**config.mk**
```make
export PLATFORM = sky130hd
export DESIGN_NAME = loop_index_counter
export DESIGN_NICKNAME = d
export VERILOG_FILES = /design/src/rtl/loop_index_counter.sv
export SDC_FILE = /design/constraint.sdc
export NUM_CORES = 1
export LEC_CHECK = 0
export ABC_AREA = 1
export CELL_PAD_IN_SITES_DETAIL_PLACEMENT = 1
export CELL_PAD_IN_SITES_GLOBAL_PLACEMENT = 2
export CORE_UTILIZATION = 30
export CTS_BUF_LIST = sky130_fd_sc_hd__clkbuf_2 sky130_fd_sc_hd__clkbuf_4 sky130_fd_sc_hd__clkbuf_8
export CTS_CLUSTER_DIAMETER = 120
export DETAILED_ROUTE_END_ITERATION = 6
export PLACE_DENSITY = 0.82
export SETUP_SLACK_MARGIN = 0.1
export SLEW_MARGIN = 20
export SYNTH_ARGS = -nofsm -noshare
export SYNTH_HDL_FRONTEND = slang
export SYNTH_SLANG_ARGS = --single-unit
```
**constraint.sdc**
```tcl
create_clock -name clk_in -period 1.8 [get_ports clk_in]
set_input_delay 0.45 -clock clk_in [delete_from_list [all_inputs] [get_ports clk_in]]
set_output_delay 0.45 -clock clk_in [all_outputs]
set_load 0.005 [all_outputs]
```
**src/rtl/loop_index_counter.sv**
```systemverilog
// Nested-loop index datapath: inner index j, outer index i, flat address addr = i*(J_MAX+1)+j.
// Latency: i/j/addr/done update one clk_in edge after the strobe; j_last/i_last are combinational.
// Backpressure: none; strobes are accepted every cycle, indices saturate at their terminal values.
// Optional feature: define LOOP_ERR_EN to build the sticky protocol-error flag (err tied to 0 otherwise).
module loop_index_counter #(
  parameter int IW    = 4,
  parameter int JW    = 3,
  parameter int I_MAX = 8,
  parameter int J_MAX = 6,
  parameter int AW    = 7
) (
  input  logic          clk_in,
  input  logic          reset,
  input  logic          load,
  input  logic          en,
  input  logic          reset_j,
  output logic [IW-1:0] i,
  output logic [JW-1:0] j,
  output logic [AW-1:0] addr,
  output logic          j_last,
  output logic          i_last,
  output logic          done,
  output logic          err
);

  // Terminal values and the row stride, sized to the registers they are compared with.
  localparam logic [IW-1:0] I_TERM = IW'(I_MAX);
  localparam logic [JW-1:0] J_TERM = JW'(J_MAX);
  localparam logic [AW-1:0] STRIDE = AW'(J_MAX + 1);

  // Registered state. base tracks i*(J_MAX+1) so the address never needs a multiplier.
  logic [IW-1:0] i_q,    i_d;
  logic [JW-1:0] j_q,    j_d;
  logic [AW-1:0] base_q, base_d;
  logic [AW-1:0] addr_q, addr_d;
  logic          done_q, done_d;

  // Decoded strobes, already masked by load so each is mutually exclusive.
  logic inner_clr;
  logic outer_adv;
  logic inner_inc;
  logic at_i_term;
  logic at_j_term;

  // Decode the FSM strobes in priority order: load, inner clear, outer advance, inner increment.
  always_comb begin
    inner_clr = 1'b0;
    outer_adv = 1'b0;
    inner_inc = 1'b0;
    if (!load) begin
      inner_clr = reset_j & en;
      outer_adv = reset_j & ~en;
      inner_inc = ~reset_j & en;
    end
    at_i_term = (i_q >= I_TERM);
    at_j_term = (j_q >= J_TERM);
  end

  // Next-state for indices, base and address; terminal values saturate instead of wrapping.
  always_comb begin
    i_d    = i_q;
    j_d    = j_q;
    base_d = base_q;
    addr_d = addr_q;
    if (load) begin
      i_d    = '0;
      j_d    = '0;
      base_d = '0;
      addr_d = '0;
    end else if (inner_clr) begin
      j_d    = '0;
      addr_d = base_q;
    end else if (outer_adv) begin
      j_d = '0;
      if (!at_i_term) begin
        i_d    = i_q + IW'(1);
        base_d = base_q + STRIDE;
        addr_d = base_q + STRIDE;
      end else begin
        addr_d = base_q;
      end
    end else if (inner_inc && !at_j_term) begin
      j_d    = j_q + JW'(1);
      addr_d = addr_q + AW'(1);
    end
  end

  // done is set when i lands on its terminal value and stays set until load or reset.
  always_comb begin
    done_d = done_q;
    if (load) begin
      done_d = 1'b0;
    end else if (i_d == I_TERM) begin
      done_d = 1'b1;
    end
  end

  // State registers; reset clears immediately, independent of the clock.
  always_ff @(posedge clk_in or negedge reset) begin
    if (!reset) begin
      i_q    <= '0;
      j_q    <= '0;
      base_q <= '0;
      addr_q <= '0;
      done_q <= 1'b0;
    end else begin
      i_q    <= i_d;
      j_q    <= j_d;
      base_q <= base_d;
      addr_q <= addr_d;
      done_q <= done_d;
    end
  end

`ifdef LOOP_ERR_EN
  logic err_q;
  logic err_d;

  // A request that would push an index past its terminal value is a protocol error.
  always_comb begin
    err_d = err_q;
    if ((inner_inc && at_j_term) || (outer_adv && at_i_term)) begin
      err_d = 1'b1;
    end
  end

  // Sticky error flag; only reset clears it, load deliberately leaves it alone.
  always_ff @(posedge clk_in or negedge reset) begin
    if (!reset) begin
      err_q <= 1'b0;
    end else begin
      err_q <= err_d;
    end
  end

  assign err = err_q;
`else
  assign err = 1'b0;
`endif

  assign i      = i_q;
  assign j      = j_q;
  assign addr   = addr_q;
  assign done   = done_q;
  assign j_last = (j_q == J_TERM);
  assign i_last = (i_q == I_TERM);

endmodule

```
Yosys cells after proc, flatten, opt, wreduce, memory -nomap -nowiden:

Index checks and enable logic that the tools add are counted.

* register bits: 22
* input bits: 5
* output and inout bits: 18
* logic and storage cells: 47

* add/sub/neg operators: 4
* magnitude comparators: 2
* equality and inequality tests: 4
* mux-type cells: 21
* bitwise logic cells: 5
* reductions and logical operators: 6

Operator list (count)
* 7-bit 2-to-1 mux: 8
* 4-bit 2-to-1 mux: 4
* 3-bit 2-to-1 mux: 4
* 4-bit == test, second input constant: 2
* 7-bit by 1-bit adder with 7-bit output, second input constant: 1
* 7-bit by 3-bit adder with 7-bit output, second input constant: 1
* 1-bit 2-to-1 mux: 5
* 4-bit by 1-bit adder with 4-bit output, second input constant: 1
* 4-bit >= comparator, second input constant: 1
* 2-bit nonzero test: 2
* 4-bit nonzero test: 1
* 3-bit by 1-bit adder with 3-bit output, second input constant: 1
* 1-bit AND: 3
* 3-bit == test, second input constant: 1
* 3-bit >= comparator, second input constant: 1
* 2-bit inequality test, second input constant: 1
* 1-bit inverter: 2
* 2-bit AND reduction: 1
* 1-bit logical AND: 1
* 1-bit zero test: 1

Depth between registers and ports, before layout:

* depth after elaboration: 9
* mapped depth: 11
* gate-level depth less buffers: 11

Worst setup path after synthesis:

No wires, ideal clock.

* path kind: reg2reg
* start: reg j_q[0] (netlist: j[0])
* end: reg addr_q[4] (netlist: addr[4])
* setup time: 0.065 ns
* arrival: 1.358 ns
* required time: 1.735 ns
* slack: 0.377 ns
* stages on the path, launching flop included: 12
* path buffers: 0
* period minus slack after synthesis: 1.423 ns
* cell sequence: dfrtp_1 -> inv_1 -> ha_1 -> nand2_1 -> nand3_1 -> nand2_1 -> inv_2 -> nor2_4 -> inv_1 -> a21oi_1 -> nand2_1 -> nand2_1

* longest elaborated chain between the ends: 4

RTL lines
* start: declaration: RTL line 33 `logic [JW-1:0] j_q, j_d;`
* start signal: assignment: RTL line 108 `j_q <= j_d;`
* 3-bit >= comparator: RTL line 56 `at_j_term = (j_q >= J_TERM);`
* 1-bit zero test: RTL line 82 `end else if (inner_inc && !at_j_term) begin`
* 1-bit logical AND: RTL line 82
* 4-bit nonzero test (no line)
* end signal: assignment: RTL line 110 `addr_q <= addr_d;`
* end: declaration: RTL line 35 `logic [AW-1:0] addr_q, addr_d;`

Every way passes these cells.
A chain may end at the register's enable or synchronous reset.

Worst setup path after layout:

* start: reg i_q[2] (netlist: i[2])
* end: out i[2]

RTL lines
* start: declaration: RTL line 32 `logic [IW-1:0] i_q, i_d;`
* start signal: assignment: RTL line 107 `i_q <= i_d;`
* end: declaration: RTL line 17 `output logic [IW-1:0] i,`

No word-level cell between the ends.

==> results.yml <==
power_and_ir_drop:
  p_per_area_mw_per_mm2: 580.9
  power_uw: 1175
  p_leak_uw: 0.001104
  p_comb_frac: 0.229
  swShare: 0.2784
  internal-power_uw: 848.1
  pwr-share-seq: 0.462
  switching_power_uw: 327.2
  p_clk_frac: 0.309
  peakVddDrop_mv: 0.3198
layout:
  antenna_cells: 0
  layout_common_cells: "nand2_1, buf_4, inv_1"
  area_growth_syn_to_layout_pct: 44.37
  nets: 272
  fill_cells: 576
  drive_above_1_share: 0.2154
  final_common_cell: "nand2_1"
  utilization: 0.4583
clocking:
  holdBufCountCts: 0
  h-tree-depth: 1
  clock_latency_ns: 0.27
  cts.sinks: 22
  path_clk_slew_ns: 0.08
  cts_tree: "built"
  cts_inserted_buffers: 3
  cts_root_buf: "clkbuf_8"
  clk_path_buf_depth: 2
die:
  placementRows: 24
  ioPinCount: 23
  dieArea_mm2: 0.004948
  start_util: 0.3175
  die_width_um: 70.35
  core_area_mm2: 0.004414
  die_h_um: 70.35
synth:
  yosys.area.top_type_share: 0.3929
  ys_types: 21
  syn_area_mm2: 0.001401
  async_reset_ff_frac: 1.000
  synth_top_cell_by_area: "dfrtp_1"
  synth_edf_count: 0
  ys_warn_count: 0
  synthTopCellsByArea: "dfrtp_1, nand2_1, nand3_1"
  synth_seq_cells: 22
  synthCells: 200
  synth_fp_nets: 211
  synthFlopType: "dfrtp_1"
  avgSynthCellArea_um2: 7.007
  synth_seq_area_share: 0.3929
hold_path:
  hold_start: "load"
  hp-class: "input pin to flip-flop"
grt:
  grt_pass1_wl_um: 6561
  grt_pass1_vias: 1435
  antenna_found_initial: 0
  grt_max_degree: 23
  grtUsageTotal: 0.1648
  overflow: 0
setup_path:
  path_cells: "clkdlybuf4s50_1"
  cp-end-kind: "output pin"
  setup.worst_path.start_class: "flip-flop"
  worst-path-buf-inv: 1
  cp_max_fo: 5
  cp.required_ns: 1.35
  crit_family: "buffers and inverters"
  crit_type: "flip-flop to output pin"
  crit_arrival_ns: 1.21
  r2r_start: "j[0]"
  critPathMaxStageDelay_ns: 0.52
  cp_slowest_cell: "clkdlybuf4s50_1"
  startpoint: "i[2]"
timing:
  post-route-period-util: 0.9243
  fmax_mhz: 601.1
  hold_ws_ns: 0.5012
  rsz0062_at_grt: "true"
  drv_slew: 0
  setup_ws_ns: 0.1363
  min_period_ns: 1.664
  skew_ns: 0.002773
  finalSetupViolCount: 0
  finalHoldViolCount: 0
place:
  numPortBuffers: 21
  gp_congestion: 0.7851
  dp_slack_ns: -0.1240
  dp.final_hpwl_um: 2941
run:
  maxCapViolCount: 0
routing:
  finalWirelength_um: 3861
  drt_iter0_drc: 46
  drc: 0
  dr_total_vias: 1415
  routed_via_density: 4.535
  drtPass1Iterations: 4
  wl_per_cell_um: 12.38
  ant_nets: 0
status:
  status: "completed"
==> registers in the layout (all words and copies together) (netlist names) <==
signal and flops:
j 3, i 4, base_q 7, addr 7
done 1
==> routing by layer <==
layer,GRT usage,part of all wire
met1,0.2232,0.48
met2,0.2730,0.48
met3,0.02165,0.028
met4,0.04667,0.011
met5,0,0
==> cell type report <==
cell class	instances	area, µm²	area share
clock buffer	4	55.05	0.02721
inverter	33	123.9	0.06122
multi-input combinational	142	723.2	0.3575
sequential	22	553.0	0.2733
tap	52	65.06	0.03216
timing repair buffer	59	503.0	0.2486
==> power groups by stage <==
stage	clock network [µW]	logic [µW]	registers, µW
after floorplan	0	117	552
after global placement	0	239	554
after detailed placement	0	243	555
after CTS	373	254	544
after global routing	389	302	547
final	363	269	543
==> cell families (layout without fill, tap and decap cells) <==
| family | after synthesis | after routing | synth area share |
|---|---|---|---|
| compound gates | 24 | 24 | 0.09821 |
| xor+xnor | 2 | 2 | 0.01250 |
| fa+ha+maj | 6 | 6 | 0.05357 |
| buf+inv | 36 | 96 | 0.1054 |
| flops | 22 | 22 | 0.3929 |
| other cells | 1 | 1 | 0.002676 |
| simple gates | 109 | 109 | 0.3348 |
==> cells in the mapped netlist (2+ instances only) <==
| cell | instances |
|---|---|
| nand2_1 | 68 |
| inv_1 | 31 |
| nand3_1 | 26 |
| dfrtp_1 | 22 |
| nor2_1 | 11 |
| o21ai_0 | 10 |
| a21oi_1 | 6 |
| ha_1 | 6 |
| o211ai_1 | 6 |
| inv_2 | 2 |
| xnor2_1 | 2 |
==> per-stage QoR <==
stage,instances,cell area (µm²),setup TNS (ns)
floorplan,200,1401,0
global placement,296,1848,-0.1117
detailed placement,296,1848,-0.3648
CTS,303,1922,0
global route,312,2023,0
finish,312,2023,0
==> repair_timing <==
item / 4_1_cts / 5_1_grt
setup buffers: 3 / 9
hold endpoints to repair: 0 / 0
gates resized for setup: 7 / 14
pin swaps: 0 / 1
endpoints found under the setup margin: 6 / 10
==> final timing paths <==
| path | endpoint | slack [ns] | cells past startpoint |
|---|---|---|---|
| min | done | 0.50 | 2 |
| max | i[2] | 0.14 | 1 |
| max in group asynchronous | addr[5] | 1.02 | 2 |
| max reg2reg | addr[5] | 0.30 | 11 |
| min reg2reg | done | 0.55 | 2 |
| min in group asynchronous | j[2] | 0.53 | 2 |
Power figures use the tool's default switching activity.
